`config.mk`:
```
export PLATFORM = sky130hd
export DESIGN_NAME = neighbor_validator_stream
export DESIGN_NICKNAME = d
export VERILOG_FILES = /design/src/rtl/neighbor_validator_stream.sv
export SDC_FILE = /design/constraint.sdc
export NUM_CORES = 2
export LEC_CHECK = 0
export ABC_AREA = 1
export BUFFER_PORTS_ARGS = -buffer_cell sky130_fd_sc_hd__buf_2
export CORE_MARGIN = 5
export CORE_UTILIZATION = 55
export CTS_CLUSTER_DIAMETER = 80
export DETAILED_ROUTE_END_ITERATION = 16
export PLACE_DENSITY_LB_ADDON = 0.05
export SLEW_MARGIN = 20
export SYNTH_ARGS = -nofsm -noshare
export SYNTH_HDL_FRONTEND = slang
export SYNTH_SLANG_ARGS = --single-unit
```
`constraint.sdc`:
```
create_clock -name clock -period 21.1 [get_ports clock]
set_clock_uncertainty 0.05 [all_clocks]
set_input_delay 3.165 -clock clock [delete_from_list [all_inputs] [get_ports clock]]
set_output_delay 3.165 -clock clock [all_outputs]
set_load 0.02 [all_outputs]
```
`src/rtl/neighbor_validator_stream.sv`:
```
// Streaming neighbour-count point validator: classifies a query point as inlier/outlier
// by counting candidates within an inclusive L1 or L-inf radius, with early exit on threshold.
module neighbor_validator_stream #(
  parameter int N                = 16,
  parameter int DISTANCE_MODULES = 8,
  parameter int CNT_W            = 16
) (
  input  logic                          clock,
  input  logic                          reset,
  input  logic                          start,
  input  logic                          abort,
  input  logic                          metric,
  input  logic [N-1:0]                  point_x,
  input  logic [N-1:0]                  point_y,
  input  logic [N-1:0]                  point_z,
  input  logic [2*N-1:0]                point_cloud_size,
  input  logic [N+2:0]                  search_radius,
  input  logic [CNT_W-1:0]              neighbor_threshold,
  input  logic                          cp_valid,
  output logic                          cp_ready,
  input  logic [N*DISTANCE_MODULES-1:0] cp_x,
  input  logic [N*DISTANCE_MODULES-1:0] cp_y,
  input  logic [N*DISTANCE_MODULES-1:0] cp_z,
  input  logic [DISTANCE_MODULES-1:0]   cp_mask,
  output logic                          busy,
  output logic                          done,
  output logic                          inlier,
  output logic                          outlier,
  output logic [CNT_W-1:0]              neighbor_count
);

  localparam int DM = DISTANCE_MODULES;
  localparam int AW = N + 1;
  localparam int DW = N + 3;
  localparam int CW = 2 * N;
  localparam int PW = $clog2(DM + 1);
  localparam int SW = ((CNT_W > PW) ? CNT_W : PW) + 1;
  localparam logic [CNT_W-1:0] CNT_MAX = '1;

  typedef enum logic [1:0] {IDLE, RUN, DRAIN, DONE} state_t;

  state_t               r_state, w_stateNext;
  logic                 r_metric;
  logic [N-1:0]         r_px, r_py, r_pz;
  logic [CW-1:0]        r_size, r_consumed;
  logic [DW-1:0]        r_radius;
  logic [CNT_W-1:0]     r_thr, r_count;
  logic                 r_inlier, r_outlier;

  logic                 r_s1Valid, r_s2Valid;
  logic [DM-1:0]        r_s1Lane, r_s2Lane;
  logic [DM-1:0][AW-1:0] r_s1Ax, r_s1Ay, r_s1Az;
  logic [DM-1:0][DW-1:0] r_s2Dist;

  logic [CW-1:0]        w_remaining, w_take;
  logic [DM-1:0]        w_laneOk, w_hitLane;
  logic [PW-1:0]        w_pop;
  logic [SW-1:0]        w_sum;
  logic [CNT_W-1:0]     w_countNext;
  logic                 w_active, w_hit, w_drained, w_accept, w_flush;

  // Magnitude of a signed coordinate difference; one extra bit holds the full range.
  function automatic logic [AW-1:0] absDiff(input logic [N-1:0] a, input logic [N-1:0] b);
    logic [AW-1:0] d;
    d = {a[N-1], a} - {b[N-1], b};
    return d[AW-1] ? (~d + AW'(1)) : d;
  endfunction

  function automatic logic [DW-1:0] laneDist(input logic useMax, input logic [AW-1:0] ax,
                                             input logic [AW-1:0] ay, input logic [AW-1:0] az);
    logic [AW-1:0] m;
    m = (ax > ay) ? ax : ay;
    m = (m > az) ? m : az;
    return useMax ? DW'(m) : (DW'(ax) + DW'(ay) + DW'(az));
  endfunction

  always_comb begin
    w_remaining = r_size - r_consumed;
    w_take      = (w_remaining < CW'(DM)) ? w_remaining : CW'(DM);
    w_laneOk    = '0;
    w_hitLane   = '0;
    w_pop       = '0;
    for (int j = 0; j < DM; j++) begin
      w_laneOk[j]  = cp_mask[j] && (w_remaining > CW'(j));
      w_hitLane[j] = r_s2Valid && r_s2Lane[j] && (r_s2Dist[j] <= r_radius);
      w_pop        = w_pop + PW'(w_hitLane[j]);
    end
    w_sum       = SW'(r_count) + SW'(w_pop);
    w_countNext = (w_sum > SW'(CNT_MAX)) ? CNT_MAX : w_sum[CNT_W-1:0];
    w_active    = (r_state == RUN) || (r_state == DRAIN);
    w_hit       = w_active && (w_countNext >= r_thr);
    w_drained   = !r_s1Valid && !r_s2Valid;
    cp_ready    = (r_state == RUN) && !w_hit && (r_consumed < r_size);
    w_accept    = cp_valid && cp_ready;
  end

  // Threshold hit takes priority over running out of candidates, so inlier wins ties.
  always_comb begin
    w_stateNext = r_state;
    case (r_state)
      IDLE:    if (start) w_stateNext = RUN;
      RUN:     if (w_hit) w_stateNext = DONE;
               else if (r_consumed >= r_size) w_stateNext = DRAIN;
      DRAIN:   if (w_hit || w_drained) w_stateNext = DONE;
      DONE:    w_stateNext = IDLE;
      default: w_stateNext = IDLE;
    endcase
    if (abort) w_stateNext = IDLE;
    w_flush = (w_stateNext != RUN) && (w_stateNext != DRAIN);
  end

  always_ff @(posedge clock) begin
    if (!reset) begin
      r_state    <= IDLE;
      r_metric   <= 1'b0;
      r_px       <= '0;
      r_py       <= '0;
      r_pz       <= '0;
      r_size     <= '0;
      r_consumed <= '0;
      r_radius   <= '0;
      r_thr      <= '0;
      r_count    <= '0;
      r_inlier   <= 1'b0;
      r_outlier  <= 1'b0;
      r_s1Valid  <= 1'b0;
      r_s2Valid  <= 1'b0;
    end else begin
      r_state   <= w_stateNext;
      r_s1Valid <= w_accept && !w_flush;
      r_s2Valid <= r_s1Valid && !w_flush;
      if (abort) begin
        r_count   <= '0;
        r_inlier  <= 1'b0;
        r_outlier <= 1'b0;
      end else if ((r_state == IDLE) && start) begin
        r_metric   <= metric;
        r_px       <= point_x;
        r_py       <= point_y;
        r_pz       <= point_z;
        r_size     <= point_cloud_size;
        r_radius   <= search_radius;
        r_thr      <= neighbor_threshold;
        r_consumed <= '0;
        r_count    <= '0;
        r_inlier   <= 1'b0;
        r_outlier  <= 1'b0;
      end else begin
        if (w_active) r_count <= w_countNext;
        if (w_accept) r_consumed <= r_consumed + w_take;
        if (w_active && (w_stateNext == DONE)) begin
          r_inlier  <= w_hit;
          r_outlier <= !w_hit;
        end
      end
    end
  end

  always_ff @(posedge clock) begin
    if (w_accept) begin
      r_s1Lane <= w_laneOk;
      for (int j = 0; j < DM; j++) begin
        r_s1Ax[j] <= absDiff(cp_x[j*N +: N], r_px);
        r_s1Ay[j] <= absDiff(cp_y[j*N +: N], r_py);
        r_s1Az[j] <= absDiff(cp_z[j*N +: N], r_pz);
      end
    end
    r_s2Lane <= r_s1Lane;
    for (int j = 0; j < DM; j++) begin
      r_s2Dist[j] <= laneDist(r_metric, r_s1Ax[j], r_s1Ay[j], r_s1Az[j]);
    end
  end

  assign busy           = (r_state != IDLE);
  assign done           = (r_state == DONE);
  assign inlier         = r_inlier;
  assign outlier        = r_outlier;
  assign neighbor_count = r_count;

endmodule

```
==> summary.txt <==
Routing
  • Starting DRC count in detailed routing: 6038
  • Avg WL per Cell: 21.98 µm
  • Top sig layer: met5
  • Met2 WL: 112.6 mm
  • M1 WL: 107.5 mm
  • Met3 wire length: 22.52 mm
  • Via count: 67.08k
  • Vias per cell: 5.713
  • Post-route DRC violation count: 0
  • WL final: 258.1 mm
  • Routed Antenna Nets: 0
  • Pre-antenna DRT Iters: 6

Layout
  • Final nets: 11.63k
  • Fill cells: 11.92k
  • Area grow syn2layout: 11.34%
  • Share of layout cells above drive strength 1: 0.08835

Critical path
  • Critical path's largest stage delay: 0.57 ns
  • Worst endpoint required time: 17.89 ns
  • Worst setup EP type: output port
  • Worst path top cell family by delay: adder cells
  • WP data arrival: 8.97 ns
  • WP buf/inv: 8
  • CP max stage cell: fa_1
  • Worst setup path class: flop to output port
  • Crit start category: flop
  • Critical path fanouts, max: 9

Timing
  • Worst Max-Slew Pin Slew: 1.220 ns
  • Setup violators final: 0
  • Post-route minimum period: 12.18 ns
  • Relative slew margins: 0.1860
  • Fmax: 82.09 MHz
  • Final critical-path share of the clock period: 0.5773
  • Sum Neg Setup Slack: 0 ns
  • Endpoints failing hold: 0
  • Slew Limit Fails: 0
  • Final worst hold slack: 0.3476 ns
  • RSZ-0062 raised after global routing: false

Die
  • FP Rows: 133
  • Initial Utilization: 0.5534
  • I/O pins: 534
  • Placeable Area: 131300 µm²
  • Die height: 373.5 µm
  • Die W: 373.5 µm
  • Die Area: 139500 µm²

Global route
  • Total gr overflow: 0
  • Initial antenna violation count: 42
  • GRT Total Usage: 0.3563
  • Vias in the first global route: 63.66k
  • First-pass GRT wire length: 380.4 mm
  • Largest net degree at the start of global routing: 160

Yosys
  • Synth Register Bits: 746
  • Predominant post-synthesis flop cell: edfxtp_1
  • Synth cell count leaders: inv_1, nand2_1, a21oi_1, ha_1, nor2_1
  • Synth top area share: 0.1808
  • Async S/R FF share, synth: 0
  • Post-synth EDFFs: 416
  • Synth cell types: 65
  • Top cells by area, synth: ha_1, edfxtp_1, dfxtp_1, a21oi_1, inv_1
  • Mapped Area: 72660 µm²
  • Sequential-to-total area share from yosys stat: 0.2629
  • Gate Count Post-Synth: 9308
  • YS warnings: 0
  • Most frequent cell after synthesis: inv_1
  • Avg Cell Area, Syn: 7.806 µm²
  • Yosys top cell by area: ha_1

Pwr
  • Lkg Pwr: 38.53 nW
  • Combinational Power Share: 0.408
  • P_sw: 0.002331 W
  • Power Density: 72.62 nW/µm²
  • Clock Power Share: 0.281
  • Int Pwr: 0.003544 W
  • Max VDD drop: 0.00005260 V
  • Sw frac: 0.3968
  • Flop pwr share: 0.311

CTS
  • Clock root buffer: clkbuf_16
  • Clock buffer depth: 3
  • CTS sink cnt: 746
  • TritonCTS Buffers: 91
  • # Post-CTS Setup Buffers: 0
  • CTS Hold Bufs: 0
  • H-tree Lvls: 3
  • TritonCTS clock tree: yes
  • Clock latency on the worst-skew pair: 0.73 ns
  • Clk slew on worst S/H paths: 0.06 ns
  • CTS resizes: 0

Job
  • Number of max-cap violations: 0

Placed design
  • PortBufs: 533
  • GPL Wtd Cong: 1.015
  • Detailed placer's ending HPWL: 211.7 mm

Outcome
  • Status: completed

Min path
  • Hold/Removal Path Class: flop to flop
-- sequential cells by signal (all words and copies together) (netlist names) --
name            cells
r_px               16
r_s1Valid           1
r_state             2
r_s1Ay            136
r_s2Valid           1
r_py               16
r_s2Lane            8
r_s2Dist          152
r_size             32
r_metric            1
neighbor_count     16
outlier             1
r_s1Ax            136
inlier              1
r_s1Lane            8
r_pz               16
r_radius           19
r_consumed         32
r_s1Az            136
r_thr              16
-- power by group through the flow --
stage / clock [W] / combinational [W] / sequential (W)
floorplan: 0 / 0.00166 / 0.00183
global placement: 0 / 0.00230 / 0.00185
detailed placement: 0 / 0.00235 / 0.00185
CTS: 0.00167 / 0.00236 / 0.00182
global route: 0.00173 / 0.00267 / 0.00183
finish: 0.00165 / 0.00240 / 0.00182
-- metal layers --
metal,vias up,GRT usage
met5,-,0
met3,502,0.06923
met1,31220,0.4697
li1,32750,-
met2,2579,0.5613
met4,22,0.1763
-- path summary, 6_finish.rpt --
| kind | from | to | slack, ns | cells past startpoint |
|---|---|---|---|---|
| worst max-delay path | r_radius[4]$_SDFFE_PN0P_ | cp_ready | 8.92 | 41 |
| worst min-delay path | r_s1Lane[3]$_DFFE_PP_ | r_s2Lane[3]$_DFF_P_ | 0.35 | 0 |
| worst max register to register | r_radius[4]$_SDFFE_PN0P_ | r_s1Ax[132]$_DFFE_PP_ | 9.80 | 44 |
| worst min register to register | r_s1Lane[3]$_DFFE_PP_ | r_s2Lane[3]$_DFF_P_ | 0.35 | 0 |
-- worst reg2reg max path: cells and delay by family (launching register included) --
family / cells / cell delay [ns]
AO/OA/AOI/OAI: 13 / 2.48
adder cells (fa/ha/maj): 7 / 2.72
buffers and inverters: 10 / 3.44
flip-flops: 1 / 0.30
AND/OR/NAND/NOR: 14 / 1.81
-- final cells by class --
class	count	area, µm²	share of cell area
Antenna cell	15	37.54	0.0004640
Clock buffer	113	2484	0.03070
Clock inverter	57	658.1	0.008136
Inverter	1403	5281	0.06529
Multi-Input combinational cell	7048	47910	0.5923
Sequential cell	746	19100	0.2361
Tap cell	1755	2196	0.02714
Timing Repair Buffer	605	3223	0.03984
-- cells by family (layout without fill, tap and decap cells) --
| kind of cell | after synthesis | in the layout | share of synthesized area |
|---|---|---|---|
| adder cells (fa/ha/maj) | 1225 | 1225 | 0.2290 |
| flip-flops | 746 | 746 | 0.2629 |
| AND/OR/NAND/NOR | 2868 | 2868 | 0.1708 |
| XOR/XNOR | 748 | 748 | 0.09017 |
| AO/OA/AOI/OAI | 2180 | 2180 | 0.1675 |
| other | 1 | 42 | 0.00005161 |
| buffers and inverters | 1540 | 2178 | 0.07965 |
-- layout by cell type, fill, tap and decap left out, types with 46 or more instances in the layout --
master and n:
ha_1 1050, a21oi_1 1105, xor2_1 588, a21o_1 86, nand3_1 350, nand2_1 1290, clkbuf_16 94, inv_1 1379
buf_2 532, nor2_1 739, o21bai_1 76, xnor2_1 160, nor3b_1 51, edfxtp_1 416, o2111ai_1 46, nand4_1 83
fa_1 175, buf_4 72, o21ai_0 623, nor3_1 189, dfxtp_1 329
-- metrics by stage --
step	utilization	std cells	total power (W)	area [µm²]	worst slack [ns]
floorplan	-	9334	0.003490	72750	8.799
global placement	0.5918	11560	0.004153	77700	9.746
detailed placement	0.5918	11560	0.004201	77710	9.690
CTS	0.6158	11730	0.005857	80850	8.889
global route	0.6159	11730	0.006231	80860	8.273
finish	0.6161	11740	0.005874	80890	8.918
Note: power is estimated with default switching activity, not from simulation.
